--- config.mk ---
export PLATFORM = sky130hd
export DESIGN_NAME = dec_pipe_flat
export DESIGN_NICKNAME = d
export VERILOG_FILES = /design/src/rtl/dec_pkg.sv /design/src/rtl/dec_pipe_if.sv /design/src/rtl/dec_skid_buf.sv /design/src/rtl/dec_pipe.sv /design/src/flat_wrapper.sv
export SDC_FILE = /design/constraint.sdc
export NUM_CORES = 1
export LEC_CHECK = 0
export ABC_AREA = 1
export BUFFER_PORTS_ARGS = -buffer_cell sky130_fd_sc_hd__buf_2
export CORE_ASPECT_RATIO = 1.25
export CORE_MARGIN = 2
export CORE_UTILIZATION = 40
export CTS_BUF_LIST = sky130_fd_sc_hd__clkbuf_4 sky130_fd_sc_hd__clkbuf_8 sky130_fd_sc_hd__clkbuf_16
export CTS_CLUSTER_DIAMETER = 50
export DETAILED_ROUTE_END_ITERATION = 6
export PLACE_DENSITY = 0.57
export SLEW_MARGIN = 20
export SYNTH_ARGS = -nofsm -noshare
export SYNTH_HDL_FRONTEND = slang
export SYNTH_SLANG_ARGS = --single-unit
--- constraint.sdc ---
create_clock -name clk -period 1.22 [get_ports clk]
set_input_delay 0.244 -clock clk [delete_from_list [all_inputs] [get_ports clk]]
set_output_delay 0.244 -clock clk [all_outputs]
set_load 0.05 [all_outputs]
--- src/rtl/dec_pkg.sv ---
// Shared types and constants for the registered binary-to-vector decoder.
// Optional out-of-range counter is enabled with DEC_OOR_CNT_EN.
package dec_pkg;

  localparam logic DEC_MODE_ONEHOT = 1'b0;
  localparam logic DEC_MODE_THERMO = 1'b1;

  localparam int unsigned DEC_OOR_CNT_W = 16;

  typedef enum logic [1:0] {
    EMPTY = 2'd0,
    ONE   = 2'd1,
    TWO   = 2'd2
  } occ_e;

  // Width wide enough to hold both the code and OUT_WIDTH itself, so the range compare never wraps.
  function automatic int unsigned dec_cmp_w(input int unsigned in_w, input int unsigned out_w);
    int unsigned need;
    need = 32'($clog2(out_w)) + 32'd1;
    return (in_w > need) ? in_w : need;
  endfunction

endpackage

--- src/rtl/dec_pipe_if.sv ---
// Valid/ready handshake bundle for dec_pipe: code beat in, decoded vector out.
interface dec_pipe_if #(
  parameter int unsigned IN_WIDTH  = 4,
  parameter int unsigned OUT_WIDTH = 1 << IN_WIDTH
);

  logic                 in_valid;
  logic                 in_ready;
  logic [IN_WIDTH-1:0]  in_code;
  logic                 in_en;
  logic                 in_mode;
  logic                 out_valid;
  logic                 out_ready;
  logic [OUT_WIDTH-1:0] out_vec;
  logic                 out_oor;

  modport master (
    output in_valid, in_code, in_en, in_mode, out_ready,
    input  in_ready, out_valid, out_vec, out_oor
  );

  modport slave (
    input  in_valid, in_code, in_en, in_mode, out_ready,
    output in_ready, out_valid, out_vec, out_oor
  );

endinterface

--- src/rtl/dec_skid_buf.sv ---
// Generic 2-entry valid/ready skid buffer; in_ready and out_valid are register outputs.
module dec_skid_buf
  import dec_pkg::*;
#(
  parameter int unsigned W = 17
) (
  input  logic         clk,
  input  logic         rst,
  input  logic         in_valid,
  output logic         in_ready,
  input  logic [W-1:0] in_data,
  output logic         out_valid,
  input  logic         out_ready,
  output logic [W-1:0] out_data
);

  occ_e         state;
  occ_e         state_nxt;
  logic         ready_q;
  logic         valid_q;
  logic [W-1:0] main_q;
  logic [W-1:0] skid_q;
  logic         in_fire;
  logic         out_fire;
  logic         main_ld;
  logic         skid_ld;
  logic         main_from_skid;

  assign in_fire  = in_valid & ready_q;
  assign out_fire = valid_q & out_ready;

  // Occupancy register; handshake flags are precomputed from the next occupancy.
  always_ff @(posedge clk or posedge rst) begin
    if (rst) begin
      state   <= EMPTY;
      ready_q <= 1'b0;
      valid_q <= 1'b0;
    end else begin
      state   <= state_nxt;
      ready_q <= (state_nxt != TWO);
      valid_q <= (state_nxt != EMPTY);
    end
  end

  always_comb begin
    state_nxt = state;
    unique case (state)
      EMPTY: if (in_fire) state_nxt = ONE;
      ONE: begin
        if (in_fire && !out_fire)      state_nxt = TWO;
        else if (!in_fire && out_fire) state_nxt = EMPTY;
      end
      TWO:     if (out_fire) state_nxt = ONE;
      default: state_nxt = EMPTY;
    endcase
  end

  always_comb begin
    main_ld        = 1'b0;
    skid_ld        = 1'b0;
    main_from_skid = 1'b0;
    unique case (state)
      EMPTY: main_ld = in_fire;
      ONE: begin
        main_ld = in_fire & out_fire;
        skid_ld = in_fire & ~out_fire;
      end
      TWO: begin
        main_ld        = out_fire;
        main_from_skid = 1'b1;
      end
      default: ;
    endcase
  end

  always_ff @(posedge clk or posedge rst) begin
    if (rst) begin
      main_q <= '0;
      skid_q <= '0;
    end else begin
      if (main_ld) main_q <= main_from_skid ? skid_q : in_data;
      if (skid_ld) skid_q <= in_data;
    end
  end

  assign in_ready  = ready_q;
  assign out_valid = valid_q;
  assign out_data  = main_q;

endmodule

--- src/rtl/dec_pipe.sv ---
// Registered one-hot/thermometer decoder with out-of-range flag behind a skid buffer.
// Define DEC_OOR_CNT_EN to add the saturating oor_count port.
module dec_pipe
  import dec_pkg::*;
#(
  parameter int unsigned IN_WIDTH  = 4,
  parameter int unsigned OUT_WIDTH = 1 << IN_WIDTH
) (
  input  logic clk,
  input  logic rst,
  dec_pipe_if.slave bus
`ifdef DEC_OOR_CNT_EN
  ,
  output logic [DEC_OOR_CNT_W-1:0] oor_count
`endif
);

  localparam int unsigned CMP_W = dec_cmp_w(IN_WIDTH, OUT_WIDTH);
  localparam int unsigned PAY_W = OUT_WIDTH + 1;

  logic [CMP_W-1:0]     code_ext;
  logic [OUT_WIDTH-1:0] vec_c;
  logic                 oor_c;
  logic [PAY_W-1:0]     pay_q;

  // Decode ahead of the buffer; out-of-range saturates to zeros (one-hot) or ones (thermometer).
  always_comb begin
    code_ext = CMP_W'(bus.in_code);
    oor_c    = bus.in_en && (code_ext >= CMP_W'(OUT_WIDTH));
    vec_c    = '0;
    if (bus.in_en) begin
      if (oor_c) begin
        vec_c = (bus.in_mode == DEC_MODE_THERMO) ? '1 : '0;
      end else begin
        for (int unsigned i = 0; i < OUT_WIDTH; i++) begin
          vec_c[i] = (bus.in_mode == DEC_MODE_THERMO) ? (CMP_W'(i) <= code_ext)
                                                      : (CMP_W'(i) == code_ext);
        end
      end
    end
  end

  dec_skid_buf #(
    .W (PAY_W)
  ) u_skid (
    .clk       (clk),
    .rst       (rst),
    .in_valid  (bus.in_valid),
    .in_ready  (bus.in_ready),
    .in_data   ({oor_c, vec_c}),
    .out_valid (bus.out_valid),
    .out_ready (bus.out_ready),
    .out_data  (pay_q)
  );

  assign bus.out_vec = pay_q[OUT_WIDTH-1:0];
  assign bus.out_oor = pay_q[OUT_WIDTH];

`ifdef DEC_OOR_CNT_EN
  logic [DEC_OOR_CNT_W-1:0] cnt_q;

  // Counted on acceptance so stalled beats are not missed or double counted.
  always_ff @(posedge clk or posedge rst) begin
    if (rst) begin
      cnt_q <= '0;
    end else if (bus.in_valid && bus.in_ready && oor_c && (cnt_q != '1)) begin
      cnt_q <= cnt_q + DEC_OOR_CNT_W'(1);
    end
  end

  assign oor_count = cnt_q;
`else
  // Without the counter, out_oor alone reports range errors.
`endif

endmodule

--- src/flat_wrapper.sv ---
// flat-port wrapper written by rule: the top's interface ports become plain ports
module dec_pipe_flat import dec_pkg::*;
#(
  parameter int unsigned IN_WIDTH  = 4,
  parameter int unsigned OUT_WIDTH = 1 << IN_WIDTH
)
  (clk, rst, bus_in_valid, bus_in_code, bus_in_en, bus_in_mode, bus_out_ready, bus_in_ready, bus_out_valid, bus_out_vec, bus_out_oor);
  dec_pipe_if #(.IN_WIDTH(IN_WIDTH), .OUT_WIDTH(OUT_WIDTH)) bus_i ();
  input  logic clk;
  input  logic rst;
  input wire logic [$bits(bus_i.in_valid)-1:0] bus_in_valid;
  input wire logic [$bits(bus_i.in_code)-1:0] bus_in_code;
  input wire logic [$bits(bus_i.in_en)-1:0] bus_in_en;
  input wire logic [$bits(bus_i.in_mode)-1:0] bus_in_mode;
  input wire logic [$bits(bus_i.out_ready)-1:0] bus_out_ready;
  output wire logic [$bits(bus_i.in_ready)-1:0] bus_in_ready;
  output wire logic [$bits(bus_i.out_valid)-1:0] bus_out_valid;
  output wire logic [$bits(bus_i.out_vec)-1:0] bus_out_vec;
  output wire logic [$bits(bus_i.out_oor)-1:0] bus_out_oor;
  assign bus_i.in_valid = bus_in_valid;
  assign bus_i.in_code = bus_in_code;
  assign bus_i.in_en = bus_in_en;
  assign bus_i.in_mode = bus_in_mode;
  assign bus_i.out_ready = bus_out_ready;
  assign bus_in_ready = bus_i.in_ready;
  assign bus_out_valid = bus_i.out_valid;
  assign bus_out_vec = bus_i.out_vec;
  assign bus_out_oor = bus_i.out_oor;
  dec_pipe #(.IN_WIDTH(IN_WIDTH), .OUT_WIDTH(OUT_WIDTH)) u_core (.clk(clk), .rst(rst), .bus(bus_i));
endmodule
After elaboration in Yosys (flattened, before gate mapping)

Cells that the tools add are included.

$lt $le $gt $ge: 15
Equality and inequality tests: 18
Muxes and demuxes: 26
Bitwise gates (word level): 5
Reduce and logical (&&, ||, !) cells: 7

Operator list:

| cell                                                | number |
|---|---|
| == test 4 bit (first input constant)                | 8 |
| <= comparator 4 bit (first input constant)          | 8 |
| two-way mux 16 bit                                  | 2 |
| two-way mux 1 bit                                   | 18 |
| == test 3 x 4 -> 1 bit (first input constant)       | 4 |
| <= comparator 3 x 4 -> 1 bit (first input constant) | 4 |
| == test 2 x 4 -> 1 bit (first input constant)       | 2 |
| <= comparator 2 x 4 -> 1 bit (first input constant) | 2 |
| two-way mux 2 bit                                   | 4 |
| case mux 2 bit (3 select lines)                     | 1 |
| AND 1 bit                                           | 4 |
| == test 1 x 4 -> 1 bit (first input constant)       | 1 |
| <= comparator 1 x 4 -> 1 bit (first input constant) | 1 |
| zero test 4 bit                                     | 1 |
| case mux 1 bit (3 select lines)                     | 1 |
| == test 2 x 1 -> 1 bit (second input constant)      | 1 |
| == test 2 bit (second input constant)               | 1 |
| logical AND 1 bit                                   | 2 |
| zero test 1 bit                                     | 2 |
| zero test 2 bit                                     | 1 |
| inequality test 2 bit (second input constant)       | 1 |
| nonzero test 2 bit                                  | 1 |
| NOT 1 bit                                           | 1 |

Register bits: 37
Output and inout port bits: 19
Word-level logic and storage cells: 76

Logic depth before layout (Yosys ltp)

Depth after elaboration: 7
Depth in mapped cells: 9
Mapped depth without buffers: 8

Modules after synthesis

Synthesis repeated with hierarchy kept, for this count alone.

Cell total of the unflattened synthesis: 274
Area total of the unflattened synthesis: 2,048.2 µm²

Modules (own cells, without submodules):

| module       | times used | cells an instance | area an instance (µm²) |
|---|---|---|---|
| dec_skid_buf | 1          | 220               | 1,809.2 |
| dec_pipe     | 1          | 54                | 239.0 |

Worst setup path before layout

OpenSTA, ideal clock, no wires.

Kind: flip-flop to flip-flop
Start point: register u_core.u_skid.valid_q, in the netlist u_core.u_skid.out_valid
End point: register u_core.u_skid.valid_q, in the netlist u_core.u_skid.out_valid
Arrival time: 1,306 ps
Required time: 1,092 ps
Slack: -213 ps
Cell stages (with the launch flop): 9
Clock period less this slack: 1,433 ps
Cells stage by stage: dfrtp_1 > nand2_1 > nand2_1 > inv_2 > nand2_1 > buf_2 > o21ai_2 > inv_2 > nand3_1

Word-level cells in the longest chain between the ends: 6

RTL lines:

| item                                                   | RTL line                               | RTL |
|---|---|---|
| start: declaration                                     | dec_skid_buf.sv:20                     | `logic valid_q;` |
| start signal: assignment                               | dec_skid_buf.sv:41                     | `valid_q <= (state_nxt != EMPTY);` |
| AND 1 bit (*)                                          | dec_skid_buf.sv:30                     | `assign out_fire = valid_q & out_ready;` |
| logical AND 1 bit or zero test 1 bit (tied branches)   | dec_skid_buf.sv:51, dec_skid_buf.sv:50 |  |
| two-way mux 2 bit or logical AND 1 bit (tied branches) | dec_skid_buf.sv:51, dec_skid_buf.sv:50 |  |
| two-way mux 2 bit                                      | dec_skid_buf.sv:50                     | `if (in_fire && !out_fire) state_nxt = TWO;` |
| case mux 2 bit (3 select lines) (*)                    | dec_skid_buf.sv:47                     | `unique case (state)` |
| via u_core.u_skid.state_nxt[1]                         | dec_skid_buf.sv:18                     | `occ_e state_nxt;` |
| nonzero test 2 bit (*)                                 | dec_skid_buf.sv:41                     |  |

The timed path passes the listed nets; every way through them passes the cells marked *.
A chain may end at the register's enable or synchronous reset.

Worst setup path after layout

Start point: register u_core.u_skid.state[1]
End point: register u_core.u_skid.main_q[10], in the netlist u_core.u_skid.out_data[10]

Word-level cells in the longest chain between the ends: 3

RTL lines:

| item                     | RTL line           | RTL |
|---|---|---|
| start: declaration       | dec_skid_buf.sv:17 | `occ_e state;` |
| start signal: assignment | dec_skid_buf.sv:39 | `state <= state_nxt;` |
| == test 2 bit            | dec_skid_buf.sv:62 | `unique case (state)` |
| two-way mux 1 bit        | dec_skid_buf.sv:62 |  |
| two-way mux 16 bit       | dec_skid_buf.sv:81 | `if (main_ld) main_q <= main_from_skid ? skid_q : in_data;` |
| end signal: assignment   | dec_skid_buf.sv:81 |  |
| end: declaration         | dec_skid_buf.sv:21 | `logic [W-1:0] main_q;` |

Parallel ways exist; a longest one is shown, timed or not.

==> results.yml <==
status:
  status: "complete, but fails checks"
  violations: "setup timing"
timing:
  final.min_clock_period_ps: 1250
  timing_hold_violations_final: 0
  slew_viol_final: 0
  setup_viol: 14
  tns_ps: -147
  rsz0062_at_grt: "true"
  finalCritPeriodShare_pct: 102
  worst_hold_slack_ps: 332
  timing.final.ws_setup_ps: -29.0
  fmax_mhz: 801
  finalClockSkew_ps: 9.63
placement:
  dpl-instance-area_um2: 2110
  dp_cells: 345
  place_hpwl_mm: 2.81
  place_ws_ps: -69.9
  numPortBuffers: 27
  gp_congestion: 0.865
cts:
  cts_max_path_buffers: 2
  htree_num_levels: 2
  clock-root-buffer: "clkbuf_8"
  clkTransAtPathRegs_ps: 70
  cts_sinks: 36
  cts_buffers: 5
  cts_tree: "built"
  clock_latency_ps: 290
cells_and_area:
  nNetsFinal: 313
  diodes: 0
  postLayoutCellArea_um2: 2470
  fin_cells: 362
  drive_above_1_share_pct: 33.6
  area_growth_pct: 31.6
grt:
  grt_max_degree: 37
  antenna_found_initial: 0
  grt_use_met3_pct: 4.20
  grt-ovfl-total: 0
  grt_util_met2_pct: 30.4
  grt-busiest-layer: "met2"
  grt_pass1_vias: 1575
  grt_use_met1_pct: 24.6
  grt_pass1_wl_mm: 7.42
  grtUsageTotal_pct: 18.7
floorplanning:
  die_h_um: 80.6
  rows: 27
  die_area_um2: 5260
  die_w_um: 65.3
  fp.coreArea_um2: 4460
  start_util_pct: 42.1
  ios: 29
detailed_routing:
  viasPerCell: 4.77
  drt-total-wl_mm: 4.48
  drc: 0
  vias: 1728
  drt_iter0_drc: 82
  wl_per_cell_um: 12.4
  ant_nets: 0
  first_pass_iters: 4
setup_path:
  critPathMaxFanout: 4
  endpoint_kind: "register"
  required_ps: 1450
  path_class: "register to register"
  crit_path_max_incr_delay_ps: 450
  crit_arrival_ps: 1480
  cp_slowest_cell: "dfrtp_2"
  r2r_slack_ps: -30
  crit_top_cell: "nand2_1"
  path_cells: "o21ai_4 > buf_4 > nand3_4 > buf_6 > nor2_2 > nand2_1 > nand2_1"
  start_kind: "register"
job:
  maxCapViolCount: 0
power_and_ir_drop:
  vdd_drop_max_v: 0.00112
  p_leak_nw: 1.34
  power_density_nw_per_um2: 2730
synth:
  ys_seq_area_share_pct: 48.0
  async_flop_share_pct: 100
  netlist-cell-type-count: 24
  avgSynthCellArea_um2: 7.11
  netlist_area_um2: 1880
  ys_ff_latch: 36
  yosysWarningCount: 0
  synth-edff-count: 0
  synth_nets: 274
  synth_flop_cell: "dfrtp_1"
  synth_cells: 264
hold_path:
  hold_class: "input pin to register"
cell usage after synthesis, types with 2 or more instances:
cell,n,share of area [%]
buf_2,8,2.1
clkbuf_1,3,0.60
o21ai_1,20,5.3
nand3_1,11,2.9
o21ai_0,3,0.80
nor2_2,7,2.3
inv_1,8,1.6
nand4_1,2,0.67
inv_2,10,2.0
nor2_1,30,6.0
nand2_1,114,23
dfrtp_1,36,48
metrics by stage:
step           utilization, %  power, mW
2_1_floorplan               -       4.25
3_3_place_gp             47.4       4.92
3_5_place_dp             47.4       4.96
4_1_cts                  52.1       6.30
5_1_grt                  55.4       7.24
6_report                 55.4       6.75
path summary, 6_finish.rpt:
path | start | endpoint | depth (start not counted)
setup / recovery | u_core.u_skid.state[1]$_DFF_PP0_ | u_core.u_skid.out_data[10]$_DFFE_PP0P_ | 7
hold / removal | bus_out_ready | u_core.u_skid.state[1]$_DFF_PP0_ | 4
setup reg to reg | u_core.u_skid.state[1]$_DFF_PP0_ | u_core.u_skid.out_data[10]$_DFFE_PP0P_ | 7
hold reg to reg | u_core.u_skid.out_data[15]$_DFFE_PP0P_ | u_core.u_skid.out_data[15]$_DFFE_PP0P_ | 2
max in group asynchronous | rst | u_core.u_skid.in_ready$_DFF_PP0_ | 4
min in group asynchronous | rst | u_core.u_skid.out_data[7]$_DFFE_PP0P_ | 4
kinds of logic after synthesis:
kind of cell           share of synthesized area, %
other                                         0.200
AOI/OAI and AO/OA                              8.07
buffers and inverters                          7.87
and+or+nand+nor                                35.9
DFF                                            48.0
area by class of cell:
cell class	count	area, µm²
fillers	449	1990
clock inverters	2	10.0
repair buffers	42	344
flip-flops and latches	36	906
multi-input cells	196	952
clock buffers	6	82.6
inverters	20	82.6
well taps	58	72.6
repair inverters	2	20.0
critical path: cells and delay by family, from the launching register on:
family,cells,cell delay (ps)
buf+inv,2,280
flops,1,450
compound gates,1,200
simple gates,4,270
registers in the layout (all words and copies together), names as in the netlist:
signal                   cells
u_core.u_skid.state          2
u_core.u_skid.skid_q        16
u_core.u_skid.out_valid      1
u_core.u_skid.in_ready       1
u_core.u_skid.out_data      16
where the power goes:
part | internal, mW | switching (mW)
clock | 0.450 | 0.423
sequential | 1.70 | 0.317
combinational | 1.37 | 2.48
total | 3.53 | 3.22
repair_timing:
action / CTS / global route
buffers inserted: 2 / 2
resized for setup: 14 / 33
setup endpoints to repair: 16 / 32
endpoints found under the hold margin: 17 / 0
hold buffers: 1 / 0
gates cloned: 3 / 2
pin swaps: 2 / 9
cell usage in the layout (no fill, tap or decap), drive strengths merged, types with 2 or more instances in the layout:
cell type    n
buf         40
clkbuf       7
clkinv       3
dfrtp       36
inv         21
nand2      114
nand3       13
nand4        2
nor2        38
o21ai       24
routing by layer:
layer	up-vias	share of wire (%)
li1	894	-
met2	38	46
met5	-	0
met3	9	3.7
met1	787	49
met4	0	1.7
Power figures use the tool's default switching activity.
